$ cat src/rtl/seven_seg_scan_ctrl_pkg.sv
// seven_seg_scan_ctrl_pkg
//   Shared definitions for the 4-digit seven-segment scan controller:
//   scan state encoding, logical "off" levels for anodes and segments,
//   the 16-entry hex glyph table and the leading-zero helper.
//   All segment/anode values here are logical (1 = lit); pin polarity is
//   applied only at the output registers of the top level.

package seven_seg_scan_ctrl_pkg;

    typedef enum logic [1:0] {
        ST_IDLE  = 2'd0,
        ST_BLANK = 2'd1,
        ST_SHOW  = 2'd2
    } scan_state_t;

    localparam logic [6:0] SEG_OFF = 7'h00;
    localparam logic [3:0] AN_OFF  = 4'h0;

    // Glyphs {g,f,e,d,c,b,a}, entry 0 in the lowest slice:
    // 0 1 2 3 4 5 6 7 8 9 A b C d E F
    localparam logic [15:0][6:0] GLYPH_TABLE = {
        7'h71, 7'h79, 7'h5E, 7'h39, 7'h7C, 7'h77, 7'h6F, 7'h7F,
        7'h07, 7'h7D, 7'h6D, 7'h66, 7'h4F, 7'h5B, 7'h06, 7'h3F
    };

    // A digit is a leading zero when it and every digit to its left are 0.
    // Digit 0 always shows so a value of zero still displays "0".
    function automatic logic is_leading_zero(input logic [15:0] value,
                                             input logic [1:0]  idx);
        logic result;
        result = 1'b0;
        case (idx)
            2'd3:    result = (value[15:12] == 4'h0);
            2'd2:    result = (value[15:8]  == 8'h00);
            2'd1:    result = (value[15:4]  == 12'h000);
            default: result = 1'b0;
        endcase
        return result;
    endfunction

endpackage

$ cat src/rtl/seven_seg_scan_ctrl_if.sv
// seven_seg_scan_ctrl_if
//   Register-file side of the scan controller: live display value, decimal
//   points, per-digit enables, leading-zero blanking, scan enable and the
//   load/load_ack capture handshake.
//   master : register file (drives live values and load, sees load_ack)
//   slave  : scan controller (samples live values, pulses load_ack)

interface seven_seg_scan_ctrl_if;

    logic        en;
    logic [15:0] digits;
    logic [3:0]  dp;
    logic [3:0]  digit_en;
    logic        lz_blank;
    logic        load;
    logic        load_ack;

    modport master (
        output en, digits, dp, digit_en, lz_blank, load,
        input  load_ack
    );

    modport slave (
        input  en, digits, dp, digit_en, lz_blank, load,
        output load_ack
    );

endinterface

$ cat src/rtl/mux_2x4.sv
// mux_2x4
//   Four-input, W-bit wide multiplexer with a 2-bit select.
//   Ports: d0..d3 (in, W) data inputs, sel (in, 2) select, y (out, W).

module mux_2x4 #(
    parameter int W = 4
) (
    input  logic [W-1:0] d0,
    input  logic [W-1:0] d1,
    input  logic [W-1:0] d2,
    input  logic [W-1:0] d3,
    input  logic [1:0]   sel,
    output logic [W-1:0] y
);

    always_comb begin
        y = d0;
        case (sel)
            2'd0:    y = d0;
            2'd1:    y = d1;
            2'd2:    y = d2;
            default: y = d3;
        endcase
    end

endmodule

$ cat src/rtl/seven_seg_scan_ctrl_hex_to_seg.sv
// hex_to_seg
//   Combinational hex nibble to seven-segment glyph decode.
//   Ports: hex (in, 4) nibble value, seg (out, 7) logical segments
//   {g,f,e,d,c,b,a}, 1 = segment lit.

module hex_to_seg
    import seven_seg_scan_ctrl_pkg::*;
(
    input  logic [3:0] hex,
    output logic [6:0] seg
);

    assign seg = GLYPH_TABLE[hex];

endmodule

$ cat src/rtl/seven_seg_scan_ctrl.sv
// seven_seg_scan_ctrl
//   Time-multiplexed scan controller for a 4-digit seven-segment display.
//   Each digit owns a slot of DIV cycles; the first BLANK cycles of a slot
//   keep every anode off to stop ghosting. The displayed value lives in
//   shadow registers that are only refreshed at a frame boundary (or while
//   idle), so a value change never tears across a frame.
//   Ports:
//     clk, rst_n   clock, synchronous active-low reset
//     bus          register-file side (en, live values, load/load_ack)
//     sel          current digit index
//     an           anode enables (active-low when AN_ACT_LO)
//     seg          segments {g,f,e,d,c,b,a} (active-low when SEG_ACT_LO)
//     dp_out       decimal point pin (polarity as seg)
//     frame_done   one-cycle pulse when the digit 3 slot ends

module seven_seg_scan_ctrl
    import seven_seg_scan_ctrl_pkg::*;
#(
    parameter int DIV        = 100_000,
    parameter int BLANK      = 1_000,
    parameter bit SEG_ACT_LO = 1'b1,
    parameter bit AN_ACT_LO  = 1'b1
) (
    input  logic                  clk,
    input  logic                  rst_n,
    seven_seg_scan_ctrl_if.slave  bus,
    output logic [1:0]            sel,
    output logic [3:0]            an,
    output logic [6:0]            seg,
    output logic                  dp_out,
    output logic                  frame_done
);

    localparam int CW = (DIV > 1) ? $clog2(DIV) : 1;
    localparam logic [CW-1:0] SLOT_LAST  = CW'(DIV - 1);
    localparam logic [CW-1:0] BLANK_LAST = CW'((BLANK > 0) ? BLANK - 1 : 0);
    localparam scan_state_t   SLOT_START = (BLANK > 0) ? ST_BLANK : ST_SHOW;

    // XOR masks turning logical levels into pin levels.
    localparam logic [3:0] AN_MASK  = {4{AN_ACT_LO}};
    localparam logic [6:0] SEG_MASK = {7{SEG_ACT_LO}};
    localparam logic       DP_MASK  = SEG_ACT_LO;

    scan_state_t   state, state_n;
    logic [CW-1:0] cnt, cnt_n;
    logic [1:0]    sel_n;
    logic          wrap;
    logic          capture;

    logic [15:0]   sh_digits, sh_digits_n;
    logic [3:0]    sh_dp, sh_dp_n;
    logic [3:0]    sh_en, sh_en_n;
    logic          sh_lz, sh_lz_n;

    logic          lit_n;
    logic [3:0]    nibble_n;
    logic [6:0]    glyph_n;
    logic          load_ack_q;

    // Slot sequencing. cnt runs across the whole slot (blank part included)
    // so a slot is exactly DIV cycles regardless of BLANK.
    always_comb begin
        state_n = state;
        cnt_n   = cnt;
        sel_n   = sel;
        wrap    = 1'b0;
        if (!bus.en) begin
            state_n = ST_IDLE;
            cnt_n   = '0;
            sel_n   = 2'd0;
        end else begin
            case (state)
                ST_IDLE: begin
                    state_n = SLOT_START;
                    cnt_n   = '0;
                    sel_n   = 2'd0;
                end
                ST_BLANK: begin
                    cnt_n = cnt + 1'b1;
                    if (cnt == BLANK_LAST) begin
                        state_n = ST_SHOW;
                    end
                end
                ST_SHOW: begin
                    if (cnt == SLOT_LAST) begin
                        cnt_n   = '0;
                        sel_n   = sel + 2'd1;
                        state_n = SLOT_START;
                        wrap    = (sel == 2'd3);
                    end else begin
                        cnt_n = cnt + 1'b1;
                    end
                end
                default: begin
                    state_n = ST_IDLE;
                    cnt_n   = '0;
                    sel_n   = 2'd0;
                end
            endcase
        end
    end

    // Shadow capture happens at a frame wrap or at any edge spent in IDLE.
    // Outputs are built from the post-edge shadow so that with BLANK == 0
    // slot 0 already shows the freshly captured value.
    always_comb begin
        capture     = bus.load && ((state == ST_IDLE) || wrap);
        sh_digits_n = capture ? bus.digits   : sh_digits;
        sh_dp_n     = capture ? bus.dp       : sh_dp;
        sh_en_n     = capture ? bus.digit_en : sh_en;
        sh_lz_n     = capture ? bus.lz_blank : sh_lz;
        lit_n       = (state_n == ST_SHOW) && sh_en_n[sel_n] &&
                      !(sh_lz_n && is_leading_zero(sh_digits_n, sel_n));
    end

    mux_2x4 #(.W(4)) u_digit_mux (
        .d0  (sh_digits_n[3:0]),
        .d1  (sh_digits_n[7:4]),
        .d2  (sh_digits_n[11:8]),
        .d3  (sh_digits_n[15:12]),
        .sel (sel_n),
        .y   (nibble_n)
    );

    hex_to_seg u_decode (
        .hex (nibble_n),
        .seg (glyph_n)
    );

    // A dark digit (blank phase, disabled or leading zero) drives every pin
    // off, not just its anode.
    always_ff @(posedge clk) begin
        if (!rst_n) begin
            state      <= ST_IDLE;
            cnt        <= '0;
            sel        <= 2'd0;
            sh_digits  <= 16'h0000;
            sh_dp      <= 4'h0;
            sh_en      <= 4'h0;
            sh_lz      <= 1'b0;
            an         <= AN_OFF ^ AN_MASK;
            seg        <= SEG_OFF ^ SEG_MASK;
            dp_out     <= DP_MASK;
            load_ack_q <= 1'b0;
            frame_done <= 1'b0;
        end else begin
            state      <= state_n;
            cnt        <= cnt_n;
            sel        <= sel_n;
            sh_digits  <= sh_digits_n;
            sh_dp      <= sh_dp_n;
            sh_en      <= sh_en_n;
            sh_lz      <= sh_lz_n;
            an         <= (lit_n ? (4'b0001 << sel_n) : AN_OFF) ^ AN_MASK;
            seg        <= (lit_n ? glyph_n : SEG_OFF) ^ SEG_MASK;
            dp_out     <= (lit_n & sh_dp_n[sel_n]) ^ DP_MASK;
            load_ack_q <= capture;
            frame_done <= wrap;
        end
    end

    assign bus.load_ack = load_ack_q;

endmodule

$ cat src/flat_wrapper.sv
// flat-port wrapper written by rule: the top's interface ports become plain ports
module seven_seg_scan_ctrl_flat import seven_seg_scan_ctrl_pkg::*;
#(
    parameter int DIV        = 100_000,
    parameter int BLANK      = 1_000,
    parameter bit SEG_ACT_LO = 1'b1,
    parameter bit AN_ACT_LO  = 1'b1
)
  (clk, rst_n, sel, an, seg, dp_out, frame_done, bus_en, bus_digits, bus_dp, bus_digit_en, bus_lz_blank, bus_load, bus_load_ack);
  seven_seg_scan_ctrl_if bus_i ();
  input  logic clk;
  input  logic rst_n;
  output logic [1:0] sel;
  output logic [3:0] an;
  output logic [6:0] seg;
  output logic dp_out;
  output logic frame_done;
  input wire logic [$bits(bus_i.en)-1:0] bus_en;
  input wire logic [$bits(bus_i.digits)-1:0] bus_digits;
  input wire logic [$bits(bus_i.dp)-1:0] bus_dp;
  input wire logic [$bits(bus_i.digit_en)-1:0] bus_digit_en;
  input wire logic [$bits(bus_i.lz_blank)-1:0] bus_lz_blank;
  input wire logic [$bits(bus_i.load)-1:0] bus_load;
  output wire logic [$bits(bus_i.load_ack)-1:0] bus_load_ack;
  assign bus_i.en = bus_en;
  assign bus_i.digits = bus_digits;
  assign bus_i.dp = bus_dp;
  assign bus_i.digit_en = bus_digit_en;
  assign bus_i.lz_blank = bus_lz_blank;
  assign bus_i.load = bus_load;
  assign bus_load_ack = bus_i.load_ack;
  seven_seg_scan_ctrl #(.DIV(DIV), .BLANK(BLANK), .SEG_ACT_LO(SEG_ACT_LO), .AN_ACT_LO(AN_ACT_LO)) u_core (.clk(clk), .rst_n(rst_n), .bus(bus_i), .sel(sel), .an(an), .seg(seg), .dp_out(dp_out), .frame_done(frame_done));
endmodule
$ cat config.mk
export PLATFORM = sky130hd
export DESIGN_NAME = seven_seg_scan_ctrl_flat
export DESIGN_NICKNAME = d
export VERILOG_FILES = /design/src/rtl/seven_seg_scan_ctrl_pkg.sv /design/src/rtl/seven_seg_scan_ctrl_if.sv /design/src/rtl/mux_2x4.sv /design/src/rtl/seven_seg_scan_ctrl_hex_to_seg.sv /design/src/rtl/seven_seg_scan_ctrl.sv /design/src/flat_wrapper.sv
export SDC_FILE = /design/constraint.sdc
export NUM_CORES = 1
export LEC_CHECK = 0
export ABC_AREA = 1
export CAP_MARGIN = 20
export CORE_MARGIN = 2
export CORE_UTILIZATION = 54
export CTS_BUF_LIST = sky130_fd_sc_hd__clkbuf_4 sky130_fd_sc_hd__clkbuf_8 sky130_fd_sc_hd__clkbuf_16
export CTS_CLUSTER_SIZE = 30
export DETAILED_ROUTE_END_ITERATION = 6
export GPL_ROUTABILITY_DRIVEN = 0
export GPL_TIMING_DRIVEN = 0
export PLACE_DENSITY = 0.83
export RECOVER_POWER = 25
export SYNTH_ARGS = -nofsm -noshare
export SYNTH_HDL_FRONTEND = slang
export SYNTH_SLANG_ARGS = --single-unit
$ cat constraint.sdc
create_clock -name clk -period 3.1 [get_ports clk]
set_clock_uncertainty 0.05 [all_clocks]
set_input_delay 0.31 -clock clk [delete_from_list [all_inputs] [get_ports clk]]
set_output_delay 0.31 -clock clk [all_outputs]
set_load 0.005 [all_outputs]
==> metrics.cfg, run 1 <==
[outcome]
status=completed

[place]
portBuffers=43
placed_area_um2=3682
hpwl_um=5373

[critical_path]
critPathRequiredTime_ps=3280
worstSetupPathType=reg -> reg
end_kind=flip-flop
crit_arrival_ps=3050
start_kind=flip-flop
cp_max_fo=10

[clock_network]
clkSlewWorstSetupHoldPaths_ps=60
cts_hold_buf=0
root_buffer=clkbuf_8
ctsLongestPathBuffers=2
numCtsBuffers=9
htreeDepth=3
cts_tree=yes
cts.sinks=60
clk_latency_ps=340

[logic_synthesis]
yosysMostFrequentCell=nand2_1
synth_warnings=0
ys_ff_latch=60
syn_area_per_cell_um2=7.186
synth_edf_count=0
syn_inst=440
yosysTopAreaCell=dfxtp_1
ys_async_sr_fraction_pct=0
synth_nets=481
syn_area_um2=3162
synth_area_leaders=dfxtp_1, nand2_1, nand3_1
synth-simple-area-share_pct=41.23
netlist.area_leader.share_pct=37.99
synth_top_family_by_area=simple AND/OR/NAND/NOR gates
synth_common_cells=nand2_1, dfxtp_1, nor2_1
synth-compound-area-share_pct=5.936
synth-adder-area-share_pct=4.749
yosys_most_used_dff=dfxtp_1
ys_seq_area_share_pct=37.99
synth.area.mux_share_pct=0.6332
synth_cell_types=36
synth_xor_area_share_pct=1.108

[drt]
ant_nets=0
drt-pass1-iter-count=5
drt_iter0_markers=179
routed_wl_um=7317
vias_per_cell=5.243
drc=0
wl_per_cell_um=12.81
vias=2994

[timing]
min_period_over_period_pct=92.66
slew_headroom_pct=59.52
timing.fmax_mhz=348.1
maxSlewViolCount=0
hold_viol_final=0
min_period_ps=2873
setup_tns_ps=0
setup_viol=0
worst_pin_slew_ps=607.2
rsz0062_at_grt=no

[global_route]
track_usage_pct=24.38
grt_pass1_wl_um=12010
grt-ovfl-total=0
antenna_found_initial=0
grt_max_degree=11
first_global_vias=2715

[die]
ios=45
core_area_um2=5574
initial_core_util_pct=56.72
die-area_um2=6483
num_rows=27
die_w_um=80.52
die_y_um=80.52

[job]
drv_cap=0

[layout]
drive_gt1_share_pct=13.43
num-fill-cells=481
stdcell_area_um2=3939
area_growth_pct=24.57
antenna_cells=0
fin_nets=535

[pwr]
peakVddDrop_uv=297.0
p_leak_nw=1.688
p_per_area_nw_per_um2=483.2

[min_path]
hp-class=in -> reg

-- layer usage --
layer / wire [µm] / up-vias / GRT usage (%)
met4: 177 / 0 / 13.05
met2: 3640 / 113 / 42.00
met1: 3103 / 1334 / 28.43
li1: - / 1530 / -
met5: 0 / - / 0
met3: 395 / 17 / 4.607
-- where the power goes --
group / switching [mW] / internal [mW]
Sequential: 0.00653 / 0.793
Clock: 0.303 / 0.586
Combinational: 0.125 / 0.0895
Total: 0.435 / 1.47
-- worst max-delay path, cell delays in order, from the launching register on --
cell and delay (ps):
dfxtp_1 350, inv_1 100, ha_2 210, nand2_1 50, nor2_1 180, nand4_2 150, nand2_4 150, nand2_4 90
buf_2 200, nand2_1 100, nand2_1 60, nand3_1 120, nand3_1 110, nor2_2 220, ha_1 290, nand2_1 70
nor2_1 40, nor2_1 130, nand2_1 80
-- timing repair --
item	in CTS	in global routing
setup endpoints to repair	0	1
setup buffers	0	0
hold endpoints to repair	0	0
resized for setup	0	1
-- flip-flops by register name (all words and copies together) (netlist names) --
register	flops
u_core.seg	7
u_core.sh_digits	16
u_core.sh_lz	1
u_core.cnt	17
u_core.frame_done	1
u_core.sel	2
u_core.dp_out	1
u_core.an	4
u_core.sh_dp	4
u_core.state	2
u_core.sh_en	4
u_core.bus.load_ack	1
-- layout make-up --
cell class	count	area (µm²)	share of cell area [%]
Clock inverter	4	95.09	2.414
Multi-Input combinational cell	319	1699	43.14
Clock buffer	12	158.9	4.034
Tap cell	72	90.09	2.287
Timing Repair Buffer	43	430.4	10.93
Inverter	50	190.2	4.828
Sequential cell	60	1201	30.50
Buffer	11	73.82	1.874
-- final timing paths --
kind                    from                  end  slack (ps)  cells after the start
max          u_core.state[0]        u_core.seg[1]         230                     18
min reg2reg    u_core.cnt[0]        u_core.cnt[0]         400                      1
max reg2reg  u_core.state[0]        u_core.seg[1]         230                     18
min                 bus_load  u_core.sh_digits[4]         310                      3
-- kinds of logic (layout without fill, tap and decap cells) --
family                   count (synthesis)  count (layout)
AO/OA/AOI/OAI                           32              32
XOR/XNOR                                 4               4
buffers and inverters                   61             120
flip-flops                              60              60
multiplexers                             2               2
adder cells (fa/ha/maj)                 12              12
AND/OR/NAND/NOR                        269             269
-- through the flow --
step           cells  util, %  hold slack (ps)  total power [mW]  setup WS, ps
4_1_cts          571    70.62            303.5             1.908         247.6
2_1_floorplan    440        -            367.5            0.9550         676.9
3_3_place_gp     555    66.06            380.2             1.021         186.7
3_5_place_dp     555    66.06            388.1             1.027         139.8
6_report         571    70.66            308.4             1.903         227.4
5_1_grt          571    70.66            314.1             1.976         32.28
-- placed cells by master, fill, tap and decap left out, drive strengths merged --
cell           count
or2                1
dlygate4sd3       16
mux2i              2
nor3b              4
nand4              7
clkbuf            17
nor3               7
inv               49
nand2            126
nor2              61
ha                12
nor4               7
xor2               4
nand3             56
bufinv             3
dfxtp             60
clkdlybuf4s50     27
buf                6
o21ai             11
clkinv             2
o21a               2
a21oi             16
o22ai              2
a31oi              1
No activity file was read; power rests on OpenSTA's default activity.
==> run 2: changes to the inputs <==
--- a/config.mk
+++ b/config.mk
@@ -7,7 +7,7 @@
 export LEC_CHECK = 0
 export ABC_AREA = 1
 export CAP_MARGIN = 20
-export CORE_MARGIN = 2
+export CORE_MARGIN = 4
 export CORE_UTILIZATION = 54
 export CTS_BUF_LIST = sky130_fd_sc_hd__clkbuf_4 sky130_fd_sc_hd__clkbuf_8 sky130_fd_sc_hd__clkbuf_16
 export CTS_CLUSTER_SIZE = 30
==> run 2 against run 1 <==
Compared with the run above: largest power group is now registers; sequential power hardly changed; maximum frequency rose by 2.3%; cell area fell by 1.7%; power shrank 11%; clock power decreased by 25%; critical path depth is 1 higher; routed wire length down 1.8%; hold slack better by 13 ps; sequential share of layout area up 0.54 points; count of clock-buffer cells in the layout increased by 3; critical endpoint is now u_core.seg[5].
==> metrics.cfg, run 2 (synthesis gave the netlist of run 1 again) <==
[timing]
worst_pin_slew_ps=572.4
setup_viol=0
min_period_over_period_pct=90.59
rsz0062_at_grt=no
timing.fmax_mhz=356.1
setup_tns_ps=0
min_period_ps=2808
maxSlewViolCount=0
hold_viol_final=0
slew_headroom_pct=61.84

[pwr]
peakVddDrop_uv=275.3
internal_power_mw=1.265
p_sw_uw=421.7
p_per_area_nw_per_um2=435.8
power_frac_seq_pct=47.4
clock_power_share_pct=39.8
combPwrFrac_pct=12.8
switching_share_pct=25.00
p_leak_nw=1.665

[layout]
drive_gt1_share_pct=13.23
reg.largest.list=u_core.cnt (17), u_core.sh_digits (16), u_core.seg (7)
final_common_cell=nand2_1
antenna_cells=0
area_growth_pct=22.40
largest_reg_flops=17
stdcell_area_um2=3870
top_register=u_core.cnt
fin_nets=535
final_cell_mix=nand2_1, dfxtp_1, nor2_1

[clock_network]
clk_latency_ps=340
clkSlewWorstSetupHoldPaths_ps=60
ctsLongestPathBuffers=2
cts_tree=yes
htreeDepth=3
numCtsBuffers=9
cts_setup_buffers=0
cts.sinks=60
root_buffer=clkbuf_8

[drt]
routed_wl_um=7183
vias=2961
drt_iter0_markers=222
drt-pass1-iter-count=4
drc=0
wl_per_cell_um=12.58
ant_nets=0
vias_per_cell=5.186

[die]
core_area_um2=5608
ios=45
num_rows=27
die_y_um=84.52
initial_core_util_pct=56.38
die_w_um=84.52
die-area_um2=7144

[place]
placed_area_um2=3682
hpwl_um=5513
portBuffers=43

[critical_path]
critPathRequiredTime_ps=3280
end_kind=flip-flop
crit_arrival_ps=2990
start_kind=flip-flop
cp_max_fo=10
worstSetupPathType=reg -> reg

[outcome]
status=completed

[global_route]
first_global_vias=2825
grt_pass1_wl_um=12360
track_usage_pct=21.32
antenna_found_initial=0
grt_max_degree=11
grt-ovfl-total=0

[min_path]
hp-class=in -> reg

[job]
drv_cap=0

-- run 2: changes by cell type in the layout (fill, tap and decap cells not counted) --
cell       delta
bufinv_16     -3
clkbuf_4      +2
clkbuf_8      +1
ha_1          +1
ha_2          -1
nand3_1       +1
nand3_4       -1
nor2_1        -1
nor2_4        +1
-- run 2: per-layer routing --
layer | global-route usage, % | vias up | share of wire, %
li1 | - | 1531 | -
met1 | 26.72 | 1304 | 45
met2 | 35.44 | 110 | 46
met3 | 4.514 | 16 | 6.8
met4 | 8.921 | 0 | 2.4
met5 | 0 | - | 0
-- run 2: critical path, cell delays in order (launching register included) --
cell,delay (ps)
dfxtp_1,350
inv_1,90
ha_1,240
nand2_1,90
nor2_2,140
nand4_2,140
nand2_4,160
nand2_4,100
buf_6,150
nand2_1,70
nand2_1,90
o21ai_1,160
nand3_1,120
nand2_2,130
inv_1,90
ha_1,200
nand3_1,130
o21ai_1,90
nand2_1,60
nand2_1,40
-- run 2: final timing paths --
check	end	cells past startpoint	start	slack (ps)
hold reg to reg	u_core.cnt[0]	1	u_core.cnt[0]	400
hold / removal	u_core.sh_digits[4]	3	bus_load	320
setup / recovery	u_core.seg[5]	19	u_core.state[0]	290
setup reg to reg	u_core.seg[5]	19	u_core.state[0]	290
-- run 2: timing repair --
action,CTS,global route
endpoints found under the setup margin,0,4
hold buffers,0,0
resized for setup,0,2
-- run 2: layout make-up --
class / count / area (µm²)
buffer: 11 / 73.82
fill: 484 / 1738
clock buffer: 15 / 187.7
multi-input combinational: 319 / 1692
clock inverter: 1 / 5.005
inverter: 50 / 190.2
sequential: 60 / 1201
tap: 72 / 90.09
timing repair buffer: 43 / 430.4
-- run 2: per-stage QoR --
step	worst slack [ps]	util, %	std cells	hold WS (ps)	power, mW
final	291.6	69.01	571	321.9	1.687
after global routing	39.43	69.01	571	326.4	1.760
after CTS	248.9	69.10	571	313.2	1.693
after detailed placement	129.4	65.66	555	391.7	1.028
after global placement	164.8	65.66	555	380.5	1.021
after floorplan	676.9	-	440	367.5	0.9550
-- run 2: power groups by stage --
stage / registers (mW) / clock network [mW] / logic [mW]
floorplan: 0.815 / 0 / 0.140
global placement: 0.816 / 0 / 0.205
detailed placement: 0.817 / 0 / 0.211
CTS: 0.800 / 0.679 / 0.214
global route: 0.802 / 0.717 / 0.242
finish: 0.800 / 0.671 / 0.216
